--- src/rtl/useq_pkg.sv ---
// useq_pkg: control word types, microaddresses and microword builder for micro_sequencer
package useq_pkg;
    localparam int UA_W = 5;
    typedef logic [UA_W-1:0] uaddr_t;
    localparam uaddr_t S_FETCH    = 5'd0;
    localparam uaddr_t S_DECODE   = 5'd1;
    localparam uaddr_t S_MEMADR   = 5'd2;
    localparam uaddr_t S_MEMREAD  = 5'd3;
    localparam uaddr_t S_MEMWB    = 5'd4;
    localparam uaddr_t S_MEMWRITE = 5'd5;
    localparam uaddr_t S_EXECUTER = 5'd6;
    localparam uaddr_t S_EXECUTEI = 5'd7;
    localparam uaddr_t S_ALUWB    = 5'd8;
    localparam uaddr_t S_BRANCH   = 5'd9;
    localparam uaddr_t S_BL       = 5'd10;
    localparam uaddr_t S_MEMREADB = 5'd11;
    localparam uaddr_t ILL_LO     = 5'd12;
    localparam uaddr_t ILL_HI     = 5'd29;
    localparam uaddr_t DISPATCH2  = 5'd30;
    localparam uaddr_t DISPATCH1  = 5'd31;
    typedef struct packed {
        logic       pc_write;
        logic       reg_write;
        logic       mem_write;
        logic       ir_write;
        logic       byte_en;
        logic       adr_src;
        logic [1:0] alu_src_a;
        logic [1:0] alu_src_b;
        logic [1:0] result_src;
        logic [1:0] alu_op;
        logic [1:0] imm_src;
        logic       mem_access;
    } ctrl_t;
    typedef struct packed {
        ctrl_t  ctl;
        uaddr_t next;
    } uinstr_t;
    function automatic uinstr_t uw(input logic [4:0] we, input logic adr, input logic [1:0] a, input logic [1:0] b,
                                   input logic [1:0] r, input logic [1:0] o, input logic [1:0] i, input logic ma,
                                   input uaddr_t nx);
        return '{ctl: ctrl_t'({we, adr, a, b, r, o, i, ma}), next: nx};
    endfunction
    function automatic logic is_illegal(input uaddr_t a);
        return a >= ILL_LO && a <= ILL_HI;
    endfunction
endpackage

--- src/rtl/useq_next_addr.sv ---
// useq_next_addr: resolves literal, dispatch-1 (decode) and dispatch-2 (memory) microaddresses
module useq_next_addr
    import useq_pkg::*;
#(
    parameter uaddr_t FETCH_UADDR = S_FETCH
) (
    input  logic [UA_W-1:0] next_field,
    input  logic [1:0]      op,
    input  logic [5:0]      funct,
    input  logic            cond_ex,
    output logic [UA_W-1:0] next_addr
);
    logic [UA_W-1:0] d1, d2;
    logic unused_funct;
    assign unused_funct = ^{funct[3], funct[1]};
    assign d1 = !cond_ex ? FETCH_UADDR :
                op == 2'b01 ? S_MEMADR :
                op == 2'b10 ? (funct[4] ? S_BL : S_BRANCH) :
                funct[5] ? S_EXECUTEI : S_EXECUTER;
    assign d2 = funct[0] ? (funct[2] ? S_MEMREADB : S_MEMREAD) : S_MEMWRITE;
    assign next_addr = next_field == DISPATCH1 ? d1 : next_field == DISPATCH2 ? d2 : next_field;
endmodule

--- src/rtl/micro_sequencer.sv ---
// micro_sequencer: microcoded multicycle ARM control unit; define USEQ_ILLEGAL_TRAP_EN for the illegal-uPC trap
module micro_sequencer
    import useq_pkg::*;
#(
    parameter int                 UADDR_W     = UA_W,
    parameter logic [UADDR_W-1:0] FETCH_UADDR = '0,
    parameter int                 MAX_WAIT    = 15
) (
    input  logic               clk,
    input  logic               reset_n,
    input  logic [1:0]         op,
    input  logic [5:0]         funct,
    input  logic               cond_ex,
    input  logic               mem_ready,
    output logic               mem_req,
    output ctrl_t              ctrl,
    output logic [UADDR_W-1:0] upc,
`ifdef USEQ_ILLEGAL_TRAP_EN
    output logic               illegal_upc,
`endif
    output logic               mem_timeout
);
    localparam int WW = MAX_WAIT > 1 ? $clog2(MAX_WAIT + 1) : 1;
    localparam logic [WW-1:0] MW = WW'(MAX_WAIT);
    uinstr_t ui;
    logic [UADDR_W-1:0] nxt;
    logic [WW-1:0] wait_cnt;
    logic stall, hold;
    always_comb begin
        case (upc)
            S_FETCH:    ui = uw(5'b10010, 1'b0, 2'b01, 2'b10, 2'b10, 2'b00, 2'b00, 1'b1, S_DECODE);
            S_DECODE:   ui = uw(5'b00000, 1'b0, 2'b01, 2'b10, 2'b10, 2'b00, 2'b00, 1'b0, DISPATCH1);
            S_MEMADR:   ui = uw(5'b00000, 1'b0, 2'b00, 2'b01, 2'b00, 2'b00, 2'b01, 1'b0, DISPATCH2);
            S_MEMREAD:  ui = uw(5'b00000, 1'b1, 2'b00, 2'b00, 2'b00, 2'b00, 2'b01, 1'b1, S_MEMWB);
            S_MEMWB:    ui = uw(5'b01000, 1'b0, 2'b00, 2'b00, 2'b01, 2'b00, 2'b01, 1'b0, FETCH_UADDR);
            S_MEMWRITE: ui = uw(5'b00100, 1'b1, 2'b00, 2'b00, 2'b00, 2'b00, 2'b01, 1'b1, FETCH_UADDR);
            S_EXECUTER: ui = uw(5'b00000, 1'b0, 2'b00, 2'b00, 2'b00, 2'b10, 2'b00, 1'b0, S_ALUWB);
            S_EXECUTEI: ui = uw(5'b00000, 1'b0, 2'b00, 2'b01, 2'b00, 2'b10, 2'b00, 1'b0, S_ALUWB);
            S_ALUWB:    ui = uw(5'b01000, 1'b0, 2'b00, 2'b00, 2'b00, 2'b00, 2'b00, 1'b0, FETCH_UADDR);
            S_BRANCH:   ui = uw(5'b10000, 1'b0, 2'b10, 2'b01, 2'b10, 2'b00, 2'b10, 1'b0, FETCH_UADDR);
            S_BL:       ui = uw(5'b11000, 1'b0, 2'b10, 2'b01, 2'b10, 2'b00, 2'b10, 1'b0, FETCH_UADDR);
            S_MEMREADB: ui = uw(5'b00001, 1'b1, 2'b00, 2'b00, 2'b00, 2'b00, 2'b01, 1'b1, S_MEMWB);
            default:    ui = uw(5'b00000, 1'b0, 2'b00, 2'b00, 2'b00, 2'b00, 2'b00, 1'b0, FETCH_UADDR);
        endcase
    end
    assign mem_req = ui.ctl.mem_access;
    assign stall = mem_req & ~mem_ready;
    assign hold = stall | ~reset_n;
    useq_next_addr #(.FETCH_UADDR(FETCH_UADDR)) u_next (
        .next_field(ui.next),
        .op(op),
        .funct(funct),
        .cond_ex(cond_ex),
        .next_addr(nxt)
    );
    always_comb begin
        ctrl = ui.ctl;
        ctrl.pc_write = ui.ctl.pc_write & ~hold;
        ctrl.reg_write = ui.ctl.reg_write & ~hold;
        ctrl.mem_write = ui.ctl.mem_write & ~hold;
        ctrl.ir_write = ui.ctl.ir_write & ~hold;
`ifdef USEQ_ILLEGAL_TRAP_EN
        if (is_illegal(upc)) ctrl = '0;
`endif
    end
    // the timeout flag is sticky; the sequencer keeps waiting for mem_ready regardless
    always_ff @(posedge clk or negedge reset_n) begin
        if (!reset_n) begin
            upc <= FETCH_UADDR;
            wait_cnt <= '0;
            mem_timeout <= 1'b0;
        end else if (stall) begin
            wait_cnt <= wait_cnt == MW ? wait_cnt : wait_cnt + 1'b1;
            mem_timeout <= mem_timeout | (MAX_WAIT != 0 && wait_cnt == MW - 1'b1);
        end else begin
            upc <= nxt;
            wait_cnt <= '0;
        end
    end
`ifdef USEQ_ILLEGAL_TRAP_EN
    logic ill_q;
    assign illegal_upc = ill_q | is_illegal(upc);
    always_ff @(posedge clk or negedge reset_n) begin
        if (!reset_n) ill_q <= 1'b0;
        else ill_q <= illegal_upc;
    end
`endif
endmodule

--- config.mk ---
export PLATFORM = sky130hd
export DESIGN_NAME = micro_sequencer
export DESIGN_NICKNAME = d
export VERILOG_FILES = /design/src/rtl/useq_pkg.sv /design/src/rtl/useq_next_addr.sv /design/src/rtl/micro_sequencer.sv
export SDC_FILE = /design/constraint.sdc
export NUM_CORES = 1
export LEC_CHECK = 0
export CAP_MARGIN = 40
export CORE_MARGIN = 1.5
export CORE_UTILIZATION = 45
export CTS_CLUSTER_DIAMETER = 200
export DETAILED_ROUTE_END_ITERATION = 10
export HOLD_SLACK_MARGIN = 0.06
export PLACE_DENSITY = 0.83
export SLEW_MARGIN = 20
export SYNTH_ARGS = -nofsm -noshare
export SYNTH_HDL_FRONTEND = slang
export SYNTH_HIERARCHICAL = 1
export SYNTH_SLANG_ARGS = --single-unit
--- constraint.sdc ---
create_clock -name clk -period 2.4 [get_ports clk]
set_input_delay 0.24 -clock clk [delete_from_list [all_inputs] [get_ports clk]]
set_output_delay 0.24 -clock clk [all_outputs]
set_load 0.01 [all_outputs]
==> impl_metrics.tcl <==
set metrics [dict create \
    run_status "complete, no violations" \
    dpl_worst_slack_ps -104 \
    hold_ws_ps 391 \
    fin_tns_setup_ps 0 \
    cp_data_required_time_ps 2160 \
    drtAntennaViolNets 0 \
    fp.dieW_um 51.7 \
    cts_root_buf "clkbuf_4" \
    muxShareOfSynthArea_pct 0.937 \
    clock_insertion_delay_worst_skew_ps 250 \
    post-route-cell-area_um2 1460 \
    cts_tree "yes" \
    area_delta_synth_final_pct 36.2 \
    cp.arrival_ps 2080 \
    antenna_found_initial 0 \
    synthesis.area_um2 1070 \
    synth_top_area_share_pct 23.4 \
    clk_pin_slew_ps 60 \
    final_cell_mix "26 x clkdlybuf4s50_1, 19 x buf_4, 15 x nor2_1" \
    synthAdderAreaFrac_pct 12.9 \
    r2r_start "upc[0]" \
    nets 197 \
    netlist_instances 137 \
    portBuffers 32 \
    synth_compound_area_share_pct 14.9 \
    synth-seq-cells 10 \
    crit_start "upc[1]" \
    die_h_um 51.7 \
    place_congestion 0.898 \
    crit_path_start_kind "flip-flop" \
    power_density_nw_per_um2 1130 \
    fin_ws_ps 82.0 \
    grt_usage_pct 20.6 \
    wl_per_cell_um 12.9 \
    final_common_cell "clkdlybuf4s50_1" \
    place_area_um2 1390 \
    grt_max_degree 14 \
    min_period_over_period_pct 96.6 \
    ys_seq_area_share_pct 23.4 \
    period_needed_ps 2320 \
    ff_latch_area_um2 250 \
    synth_edf_count 0 \
    multi_input_area_um2 666 \
    yosys_most_used_dff "dfrtp_1" \
    cts_buffer_depth 2 \
    power_mw 1.64 \
    grt_pass1_wl_mm 4.23 \
    end_kind "primary output" \
    cts_hold_buf 0 \
    synthTopCellsByArea "dfrtp_1 23%, ha_1 13%, buf_4 9.1%" \
    drtIter0Drc 16 \
    fill_cells 201 \
    drc 0 \
    synth_nets 160 \
    diodes 0 \
    maxSlewViolCount 0 \
    skew_ps 3.04 \
    syn_area_per_cell_um2 7.80 \
    rsz0062_at_grt "yes" \
    boundaryPins 36 \
    cp_max_fo 3 \
    synth_xor_area_share_pct 0.820 \
    ir_worst_vdd_mv 0.712 \
    synth_top_family_by_area "simple AND/OR/NAND/NOR gates" \
    async_flop_share_pct 100 \
    num_rows 17 \
    grt_pass1_vias 1030 \
    drv_cap 0 \
    die-area_um2 2680 \
    vias_per_cell 5.42 \
    drive_above_1_share_pct 20.3 \
    via_count 1083 \
    yosys.area_share.simple_pct 30.6 \
    cts.htree.levels 1 \
    criticalPathCategory "reg -> out" \
    p_leak_nw 0.685 \
    setup_viol 0 \
    yosysTopAreaCell "dfrtp_1" \
    hold_class "in -> async" \
    final_hold_viol_count 0 \
    fmax_mhz 431 \
    ys_warn_count 6 \
    cts_sinks 10 \
    first_pass_iters 4 \
    coreArea_um2 2230 \
    drt_wl_total_mm 2.58 \
    numCtsBuffers 3 \
    ys_types 37 \
    grt_remaining_overflow 0 \
    dp_hpwl_mm 2.01 \
    start_util_pct 47.8 \
]
-- layout make-up --
cell class	instances	area share, %
inverter	8	2.06
tap	28	2.41
timing repair buffer	51	31.0
sequential	10	17.2
multi-input combinational	100	45.7
clock buffer	3	1.55
-- stage by stage --
| stage | util (%) | std cells |
|---|---|---|
| final | 65.2 | 200 |
| after floorplan | - | 137 |
| after detailed placement | 62.4 | 193 |
| after global placement | 62.4 | 193 |
| after CTS | 64.5 | 197 |
| after global routing | 65.2 | 200 |
-- per-layer routing --
| layer | wire length, um | up-vias | global-route usage, % |
|---|---|---|---|
| li1 | - | 528 | - |
| met1 | 1040 | 506 | 23.3 |
| met2 | 1350 | 39 | 38.7 |
| met3 | 129 | 10 | 2.30 |
| met4 | 63 | 0 | 8.77 |
| met5 | 0 | - | 0 |
-- repair_timing --
item	CTS	global route
resized for setup	10	8
pin swaps	1	3
endpoints found under the hold margin	0	0
endpoints found under the setup margin	4	9
buffers inserted	1	3
-- final timing paths --
| check | end | slack, ps | cells past startpoint |
|---|---|---|---|
| worst max-delay path | ctrl[14] | 80 | 7 |
| worst min-delay path | wait_cnt[2] | 390 | 2 |
| worst max register to register | upc[2] | 110 | 12 |
| worst min register to register | mem_timeout | 490 | 1 |
| max in group asynchronous | mem_timeout | 1870 | 2 |
| min in group clk | mem_timeout | 490 | 1 |
-- worst max-delay path, stage by stage, from the launching register on --
cell and delay [ps]:
dfrtp_1 340, inv_1 60, ha_1 300, nor2b_1 150
or4_4 550, nand3_4 90, nor3_1 50, dlygate4sd2_1 280
-- report_power, final --
group / switching, mW / total (mW) / internal (mW)
sequential: 0.0505 / 0.267 / 0.216
clock: 0.0495 / 0.107 / 0.0575
combinational: 0.615 / 1.27 / 0.652
-- registers in the layout, summed over array words and instances (netlist names) --
register,flops
mem_timeout,1
upc,5
wait_cnt,4
-- kinds of logic (layout without fill, tap and decap cells) --
kind of cell	after synthesis	in the layout
and+or+nand+nor	62	62
buffers and inverters	27	62
AOI/OAI and AO/OA	24	24
adders and majority gates	11	11
DFF	10	10
other	1	1
xor gates and xnor gates	1	1
muxes	1	1
-- cells in the mapped netlist (2+ instances only) --
cell,count
nand2_1,11
a22o_1,2
o21ai_1,4
dfrtp_1,10
nor3_2,2
clkbuf_1,3
and2_1,4
a21oi_1,5
inv_1,8
buf_4,13
buf_6,3
a31oi_1,4
o21ai_0,2
ha_1,11
nor2b_1,6
nor3_1,7
nor2_1,15
nand3_1,8
Power figures use the tool's default switching activity.
